`src/rtl/contador_param.sv`:
```
// Parameterised up/down modulo counter with optional saturation, synchronous load,
// registered terminal-count pulse and a sticky boundary-crossing flag.
module contador_param #(
  parameter int unsigned WIDTH    = 4,
  parameter int unsigned MAX_VAL  = 15,
  parameter bit          SATURATE = 1'b0
) (
  input  logic             clk,
  input  logic             reset,
  input  logic             en,
  input  logic             updown,
  input  logic             load,
  input  logic [WIDTH-1:0] load_val,
  input  logic             clr_ovf,
  output logic [WIDTH-1:0] out,
  output logic             tc,
  output logic             ovf
);

  localparam logic [WIDTH-1:0] MaxVal = WIDTH'(MAX_VAL);
  localparam logic [WIDTH-1:0] One    = WIDTH'(1);

  logic [WIDTH-1:0] out_q, out_d;
  logic             tc_q, tc_d;
  logic             ovf_q, ovf_d;

  logic             at_top, at_bot, boundary;
  logic [WIDTH-1:0] step_val, load_clamped;

  assign at_top       = (out_q == MaxVal);
  assign at_bot       = (out_q == '0);
  assign boundary     = updown ? at_top : at_bot;
  assign load_clamped = (load_val > MaxVal) ? MaxVal : load_val;

  always_comb begin
    step_val = out_q;
    if (updown) begin
      if (at_top) step_val = SATURATE ? MaxVal : '0;
      else        step_val = out_q + One;
    end else begin
      if (at_bot) step_val = SATURATE ? '0 : MaxVal;
      else        step_val = out_q - One;
    end
  end

  always_comb begin
    out_d = out_q;
    tc_d  = 1'b0;
    ovf_d = ovf_q & ~clr_ovf;
    if (load) begin
      out_d = load_clamped;
    end else if (en) begin
      out_d = step_val;
      tc_d  = boundary;
      // A boundary event wins over a simultaneous clear.
      ovf_d = boundary | (ovf_q & ~clr_ovf);
    end
  end

  always_ff @(posedge clk) begin
    if (reset) begin
      out_q <= updown ? '0 : MaxVal;
      tc_q  <= 1'b0;
      ovf_q <= 1'b0;
    end else begin
      out_q <= out_d;
      tc_q  <= tc_d;
      ovf_q <= ovf_d;
    end
  end

  assign out = out_q;
  assign tc  = tc_q;
  assign ovf = ovf_q;

endmodule

```
`config.mk`:
```
export PLATFORM = sky130hd
export DESIGN_NAME = contador_param
export DESIGN_NICKNAME = d
export VERILOG_FILES = /design/src/rtl/contador_param.sv
export SDC_FILE = /design/constraint.sdc
export NUM_CORES = 1
export LEC_CHECK = 0
export CORE_AREA = 2 2 41 43
export CTS_BUF_LIST = sky130_fd_sc_hd__clkbuf_2 sky130_fd_sc_hd__clkbuf_4 sky130_fd_sc_hd__clkbuf_8
export DETAILED_ROUTE_END_ITERATION = 6
export DIE_AREA = 0 0 43 45
export PLACE_DENSITY = 0.69
export SYNTH_ARGS = -nofsm -noshare
export SYNTH_HDL_FRONTEND = slang
export SYNTH_SLANG_ARGS = --single-unit
```
`constraint.sdc`:
```
create_clock -name clk -period 1.45 [get_ports clk]
set_input_delay 0.2175 -clock clk [delete_from_list [all_inputs] [get_ports clk]]
set_output_delay 0.2175 -clock clk [all_outputs]
set_load 0.03 [all_outputs]
```
Word-level counts from Yosys, hierarchy flattened --
Cells that the tools add are included.
Operators by class: bitwise gates (word level) 4, multiplexer cells 11, reductions and logical operators 3, add/subtract/negate cells 2, magnitude comparators 1, eq/ne operators 1
Operator list (number):
- $mux 4 | 8
- $add 4x1->4 const B | 1
- $eq 4x4->1 const B | 1
- $gt 4x4->1 const B | 1
- $logic_not 4->1 | 1
- $sub 4x1->4 const B | 1
- $mux 1 | 3
- $reduce_bool 3->1 | 1
- $reduce_or 3->1 | 1
- $not 1->1 | 2
- $and 1x1->1 | 1
- $or 1x1->1 | 1
Storage, ports and cells: register bits after elaboration 6, output and inout bits 6, logic and storage cells 25, input port bits 10

Longest topological paths before layout --
Gate-level depths: netlist (run 1).
word-level depth 6, gate-level depth with buffers 6

Worst setup path after synthesis (run 1) --
OpenSTA, ideal clock, no wires.
path type register to register, start point register out_q[0] (netlist: out[0]), end point register ovf_q (netlist: ovf), setup slack -0.198 ns, setup time 0.120 ns, period minus slack after synthesis 1.648 ns, arrival 1.528 ns, buffers on the path 0, stages on the path, launching flop included 7, data required time 1.330 ns, cells stage by stage edfxtp_1 inv_1 ha_1 nor4b_2 a41oi_1 nor4b_2 or2_1
Between the ends: longest elaborated chain between the ends 5, elaborated cells on any way between the ends 6, those cells by class eq/ne (1); mux (3); bitwise (1); reduce/logical (1)
RTL lines:
- start: declaration | RTL line 23 | logic [WIDTH-1:0] out_q, out_d;
- start signal: assignment | RTL line 62 | out_q <= updown ? '0 : MaxVal;
- start signal: assignment | RTL line 66 | out_q <= out_d;
- $eq 4x4->1 / $logic_not 4->1 (equally long branches) | RTL line 30, 31
- $mux 1 (*) | RTL line 32 | assign boundary = updown ? at_top : at_bot;
- $or 1x1->1 (*) | RTL line 56 | ovf_d = boundary | (ovf_q & ~clr_ovf);
- $mux 1 (*) | RTL line 52 | end else if (en) begin
- $mux 1 (*) | RTL line 50 | if (load) begin
- end signal: assignment | RTL line 68 | ovf_q <= ovf_d;
- end: declaration | RTL line 25 | logic ovf_q, ovf_d;
Mark *: on every way between the ends. The rest lies on a longest branch, timed or not. A chain may end at the register's enable or synchronous reset.

Worst setup path in the final report (run 1) --
start point register out_q[1] (netlist: out[1]), end point register out_q[2] (netlist: out[2]), data pin
Between the ends: longest elaborated chain between the ends 6, elaborated cells on any way between the ends 10, those cells by class add/sub (2); eq/ne (1); mux (6); reduce/logical (1)
RTL lines:
- $sub 4x1->4 (tied with other cells) | RTL line 42 | else step_val = out_q - One;
- $mux 4 (on tied branches) | RTL line 41, 38
- $mux 4 (*) | RTL line 37 | if (updown) begin
- $mux 4 (*) | RTL line 52
- $mux 4 (*) | RTL line 50
- $mux 4 (*) | RTL line 61 | if (reset) begin
Mark *: on every way between the ends. The rest lies on a longest branch, timed or not. The select of a mux whose other input is x is not followed.

==> run_results.csv, run 1 <==
group,metric,value,unit
cts,h-tree-depth,1,
die,core_area,1470,µm²
cells_and_area,final_layout_size_suffix_gt1_frac,0.315,
critical_path,r2r-start,"out[1]$_DFFE_PP_",
critical_path,rrSetupSlack,-0.08,ns
critical_path,max_stage_delay,0.39,ns
synth,synth_top_area_share,0.279,
critical_path,critPathKind,"reg2reg",
cells_and_area,final_nets,86,
cells_and_area,antenna_cells,0,
power_and_ir_drop,p_per_area,880,nW/µm²
die,io_pins,16,
sta,relSlewSlack,0.787,
global_route,grt_usage,0.109,
hold_path,hp-start,"en",
synth,postSynth.asyncResetShare,0,
hold_path,whs_path_depth,2,
sta,rsz0062_at_grt,"true",
placement,post-place-ws,-0.190,ns
sta,period_needed,1.53,ns
synth,synth-adder-area-share,0.0581,
placement,placed_cell_area,647,µm²
synth,ys_top_cells_by_area,"edfxtp_1 (28%), dfxtp_1 (9.3%), nor4b_2 (7.0%), ha_1 (5.8%), a21oi_1 (3.5%)",
sta,finalSetupViolCount,2,
synth,postSynthCellCount,45,
synth,synth_compound_area_frac,0.233,
drt,via_per_inst,5.08,
synth,yosysWarnings,0,
critical_path,start_kind,"flip-flop",
drt,ant_nets,0,
drt,wl_per_cell,12.4,µm
sta,finalSetupTns,-0.121,ns
cts,clk_pin_slew,0.05,ns
placement,post-dp-hpwl,760,µm
sta,hold_violations,0,
synth,synth_largest_area_cell,"edfxtp_1",
sta,period_share,1.06,
synth,syn-mean-instance-area,9.56,µm²
sta,layout_setup_ws,-0.0822,ns
placement,place.gp.congestion,0.774,
cells_and_area,instances_no_fill,89,
global_route,grt_max_degree,9,
synth,synth_cell_types,27,
die,start_util,0.293,
cts,cts_tree,"done",
critical_path,r2r_cells,7,
flow_run,drv_cap,0,
critical_path,crit_slowest_cell,"edfxtp_1",
critical_path,path_buf_inv,2,
die,die_area,1940,µm²
die,rows,14,
synth,synthMuxAreaShare,0.0233,
critical_path,critPathTopFamily,"flip-flops",
sta,drv_slew,0,
synth,ys_ff_latch,6,
synth,synthFlopType,"edfxtp_1",
sta,tightest_slew,0.318,ns
synth,synthXorXnorAreaFrac,0.0203,
cells_and_area,num-fill-cells,150,
cts,clock_latency,0.25,ns
synth,netlist_area,430,µm²
drt,drcViolationCount,0,
drt,routed_wl,1110,µm
global_route,gr-total-overflow,0,
die,fp.dieW,43,µm
drt,first_iter_violations,14,
drt,vias,452,
placement,place_inst,81,
die,die_height,45,µm
critical_path,path_max_fanout,3,
hold_path,hp-class,"in2reg",
cts,cts_buffer_depth,2,
cts,root_buffer,"clkbuf_4",
synth,synth_edf_count,4,
hold_path,whs_endpoint,"tc$_SDFF_PP0_",
power_and_ir_drop,leakage,0.327,nW
placement,io_buffer_count,15,
power_and_ir_drop,ir_worst_vdd,497,µV
sta,fin_skew,0.0116,ns
sta,fmax,653,MHz
synth,syn_nets,57,
outcome,violations,"setup timing",
synth,synth_top_family_by_area,"compound AO/OA/AOI/OAI gates",
critical_path,endpoint_kind,"flip-flop",
cts,cts-buffers-inserted,3,
global_route,grt_antenna_before_repair,0,
critical_path,critPathRequiredTime,1.45,ns
cells_and_area,final_design_area_no_fill,729,µm²
cells_and_area,syn_to_final_growth,69.5,%
cts,cts.sinks,6,
global_route,grt_pass1_wl,1570,µm
global_route,grt_pass1_vias,385,
outcome,outcome,"complete, but fails checks",
synth,synthSimpleGateAreaFrac,0.224,
critical_path,arrival,1.54,ns
critical_path,path_cells,"inv_1 > ha_2 > buf_4 > mux2i_1 > xor2_1 > o21ai_1 > a21boi_1",
critical_path,r2r_end,"out[2]$_DFFE_PP_",
synth,seq_area_frac_synth,0.372,
synth,synthTopCellsByCount,"edfxtp_1 (4), nor2_1 (4), a21oi_1 (3), inv_1 (3), o21ai_0 (3)",
drt,firstDrtPassIters,4,
[state kept, by name, indices dropped and copies added, names as in the netlist]
name	cells
ovf	1
tc	1
out	4
[cell type report]
cell class / count / area (µm²) / area share
multi-input combinational: 33 / 272 / 0.372
timing repair buffer: 27 / 236 / 0.324
sequential: 6 / 160 / 0.220
clock buffer: 4 / 30.0 / 0.0412
tap: 16 / 20.0 / 0.0274
inverter: 3 / 11.3 / 0.0154
[kinds of logic (layout without fill, tap and decap cells)]
| kind of cell | after synthesis | count (layout) |
|---|---|---|
| muxes | 1 | 1 |
| buffers and inverters | 6 | 34 |
| xor gates and xnor gates | 1 | 1 |
| AOI/OAI and AO/OA | 15 | 15 |
| and+or+nand+nor | 14 | 14 |
| DFF | 6 | 6 |
| adders and majority gates | 2 | 2 |
[routing by layer]
| metal | GRT usage | wire, µm |
|---|---|---|
| met3 | 0.0240 | 70 |
| met4 | 0.0545 | 0 |
| met5 | 0 | 0 |
| met2 | 0.173 | 552 |
| met1 | 0.142 | 484 |
[worst register-to-register path, cell delays in order (launching register included)]
cell,delay (ns)
edfxtp_1,0.39
inv_1,0.06
ha_2,0.19
buf_4,0.13
mux2i_1,0.16
xor2_1,0.16
o21ai_1,0.08
a21boi_1,0.12
[where the power goes]
group / total [mW] / switching (mW) / internal, mW / leakage, nW
sequential: 0.223 / 0.0208 / 0.202 / 0.0574
clock: 0.186 / 0.0632 / 0.123 / 0.0184
combinational: 0.233 / 0.113 / 0.120 / 0.251
total: 0.642 / 0.197 / 0.445 / 0.327
[metrics by stage]
stage	utilization	hold WS, ns	power [mW]
after floorplan	-	0.295	0.335
after global placement	0.440	0.602	0.429
after detailed placement	0.440	0.628	0.431
after CTS	0.457	0.605	0.611
after global routing	0.496	0.610	0.677
final	0.496	0.607	0.642
[cells in the final DEF, fill, tap and decap left out, drive strengths merged, types with 2 or more instances in the layout]
| cell | n |
|---|---|
| clkdlybuf4s50 | 9 |
| inv | 3 |
| buf | 12 |
| clkbuf | 5 |
| dfxtp | 2 |
| a22oi | 2 |
| nor4b | 2 |
| a21oi | 3 |
| o21ai | 3 |
| ha | 2 |
| dlygate4sd2 | 3 |
| nor2 | 4 |
| dlymetal6s2s | 2 |
| a211oi | 2 |
| edfxtp | 4 |
[how the worst max path moves through the flow]
stage / slack [ns] / endpoint / start / depth (start not counted)
floorplan: -0.16 / out[2]$_DFFE_PP_ / out[0]$_DFFE_PP_ / 6
global placement: -0.16 / out[2]$_DFFE_PP_ / updown / 5
detailed placement: -0.19 / out[2]$_DFFE_PP_ / updown / 5
CTS: -0.05 / ovf$_SDFF_PP0_ / out[0]$_DFFE_PP_ / 6
global route: -0.17 / ovf$_SDFF_PP0_ / out[1]$_DFFE_PP_ / 6
finish: -0.08 / out[2]$_DFFE_PP_ / out[1]$_DFFE_PP_ / 7
[repair_timing]
item                       4_1_cts  5_1_grt
hold buffers                     0        0
gates resized for setup          4        9
pin swaps                        0        7
setup buffers                    0        5
setup endpoints to repair        5        7
No activity file was read; power rests on OpenSTA's default activity.
==> run 2: changes to the inputs <==
- RECOVER_POWER: not set -> 100
==> run 2 against run 1 <==
  * The flow still finishes with violations (setup timing)
  * Sequential cell count is the same
  * Final area shrank 2.7%
  * Count of clock-buffer cells in the layout is the same
  * Total power shrank 0.38%
  * Sequential power is essentially flat
  * Critical path depth is the same
==> run_results.csv, run 2 (synthesized netlist as in run 1, its figures left out) <==
group,metric,value,unit
critical_path,path_max_fanout,3,
drt,ant_nets,0,
flow_run,drv_cap,0,
global_route,grt_pass1_wl,1570,µm
drt,first_iter_violations,12,
cts,cts_tree,"done",
cells_and_area,final_cell_mix,"buf_4 (11), clkdlybuf4s50_1 (8), nor2_1 (4), clkbuf_4 (4), edfxtp_1 (4)",
critical_path,start_kind,"flip-flop",
critical_path,arrival,1.53,ns
die,die_height,45,µm
cts,cts-buffers-inserted,3,
global_route,grtUsageMet2,0.173,
sta,relSlewSlack,0.755,
hold_path,hp-class,"in2reg",
drt,vias,454,
cells_and_area,layout_commonest_cell,"buf_4",
sta,rsz0062_at_grt,"true",
sta,fmax,654,MHz
placement,post-dp-hpwl,760,µm
cells_and_area,num-fill-cells,156,
cts,clk_pin_slew,0.05,ns
critical_path,crit_slowest_cell,"edfxtp_1",
global_route,gr-total-overflow,0,
power_and_ir_drop,internal_power,0.443,mW
outcome,violations,"setup timing",
cells_and_area,final_design_area_no_fill,709,µm²
sta,hold_violations,0,
cts,root_buffer,"clkbuf_4",
cts,clock_latency,0.25,ns
cts,cts_buffer_depth,2,
die,die_area,1940,µm²
global_route,grt_util_met1,0.142,
placement,placed_cell_area,647,µm²
cts,cts.sinks,6,
cells_and_area,final_nets,86,
die,rows,14,
outcome,outcome,"complete, but fails checks",
critical_path,path_buf_inv,2,
sta,period_share,1.06,
critical_path,path_cells,"inv_1 > ha_2 > buf_4 > mux2i_1 > xor2_1 > o21ai_1 > a21boi_1",
die,core_area,1470,µm²
cells_and_area,multi_input_area,272,µm²
critical_path,critPathTopFamily,"flip-flops",
critical_path,critPathKind,"reg2reg",
critical_path,max_stage_delay,0.39,ns
drt,via_per_inst,5.10,
global_route,grt_antenna_before_repair,0,
critical_path,endpoint_kind,"flip-flop",
cells_and_area,fin_util,0.482,
placement,place_inst,81,
cells_and_area,antenna_cells,0,
power_and_ir_drop,pwr-share-comb,0.361,
cells_and_area,syn_to_final_growth,64.8,%
drt,routed_wl,1110,µm
power_and_ir_drop,clockPowerShare,0.290,
power_and_ir_drop,ir_worst_vdd,497,µV
global_route,grt_util_met3,0.0240,
cells_and_area,seqCellArea,160,µm²
placement,place.gp.congestion,0.774,
sta,period_needed,1.53,ns
drt,drcViolationCount,0,
power_and_ir_drop,p_per_area,901,nW/µm²
sta,finalSetupViolCount,2,
power_and_ir_drop,p_sw,0.197,mW
drt,firstDrtPassIters,4,
sta,drv_slew,0,
die,start_util,0.293,
drt,wl_per_cell,12.4,µm
sta,finalSetupTns,-0.115,ns
global_route,grt_pass1_vias,385,
cells_and_area,instances_no_fill,89,
cells_and_area,largest_reg_flops,4,
placement,post-place-ws,-0.190,ns
global_route,grt_max_degree,9,
sta,layout_setup_ws,-0.0802,ns
cts,h-tree-depth,1,
critical_path,critPathRequiredTime,1.45,ns
die,io_pins,16,
die,fp.dieW,43,µm
power_and_ir_drop,leakage,0.285,nW
power_and_ir_drop,p_seq_frac,0.349,
placement,io_buffer_count,15,
global_route,grt.busiest_layer,"met2",
sta,fin_skew,0.0109,ns
power_and_ir_drop,switching_share,0.307,
global_route,grt_usage,0.109,
cells_and_area,final_layout_size_suffix_gt1_frac,0.315,
sta,tightest_slew,0.369,ns
[run 2: cell count changes in the layout (fill, tap and decap cells not counted)]
cell,previous run,this run
dlymetal6s2s_1,2,0
clkbuf_1,0,2
dlygate4sd3_1,0,1
buf_4,12,11
clkdlybuf4s50_1,9,8
clkbuf_2,1,2
[run 2: path summary, 6_finish.rpt]
| path | from | end | slack [ns] | cells past startpoint |
|---|---|---|---|---|
| setup / recovery | out[1]$_DFFE_PP_ | out[2]$_DFFE_PP_ | -0.08 | 7 |
| hold / removal | en | tc$_SDFF_PP0_ | 0.61 | 2 |
| setup reg to reg | out[1]$_DFFE_PP_ | out[2]$_DFFE_PP_ | -0.08 | 7 |
| hold reg to reg | ovf$_SDFF_PP0_ | ovf$_SDFF_PP0_ | 0.63 | 2 |
[run 2: repair_timing]
action / CTS / global route
hold buffers: 0 / 0
resized for setup: 4 / 9
endpoints found under the setup margin: 5 / 7
setup buffers: 0 / 5
gates cloned: 0 / 0
pin swaps: 0 / 7
[run 2: cell type report]
type | instances | area share
well taps | 16 | 0.0282
repair buffers | 27 | 0.305
multi-input cells | 33 | 0.383
inverters | 3 | 0.0159
clock buffers | 4 | 0.0423
flip-flops and latches | 6 | 0.226
[run 2: power by group through the flow]
stage	clock, mW	combinational [mW]	sequential, mW
3_5_place_dp	0	0.208	0.223
5_1_grt	0.203	0.248	0.225
2_1_floorplan	0	0.0804	0.255
6_report	0.186	0.231	0.223
3_3_place_gp	0	0.206	0.223
4_1_cts	0.193	0.199	0.220
[run 2: worst register-to-register path, delay by kind of cell (launching register included)]
kind | cells | cell delay, ns
flip-flops | 1 | 0.39
buffers and inverters | 2 | 0.19
AO/OA/AOI/OAI | 2 | 0.20
XOR/XNOR | 1 | 0.16
adder cells (fa/ha/maj) | 1 | 0.18
multiplexers | 1 | 0.16
[run 2: metrics by stage]
step | power [mW] | hold WS, ns
2_1_floorplan | 0.335 | 0.295
3_3_place_gp | 0.429 | 0.602
3_5_place_dp | 0.431 | 0.628
4_1_cts | 0.611 | 0.605
5_1_grt | 0.675 | 0.612
6_report | 0.639 | 0.609
[run 2: metal layers]
| layer | up-vias | wire [µm] |
|---|---|---|
| met3 | 0 | 61 |
| met2 | 15 | 552 |
| li1 | 225 | - |
| met4 | 0 | 0 |
| met5 | - | 0 |
| met1 | 214 | 491 |
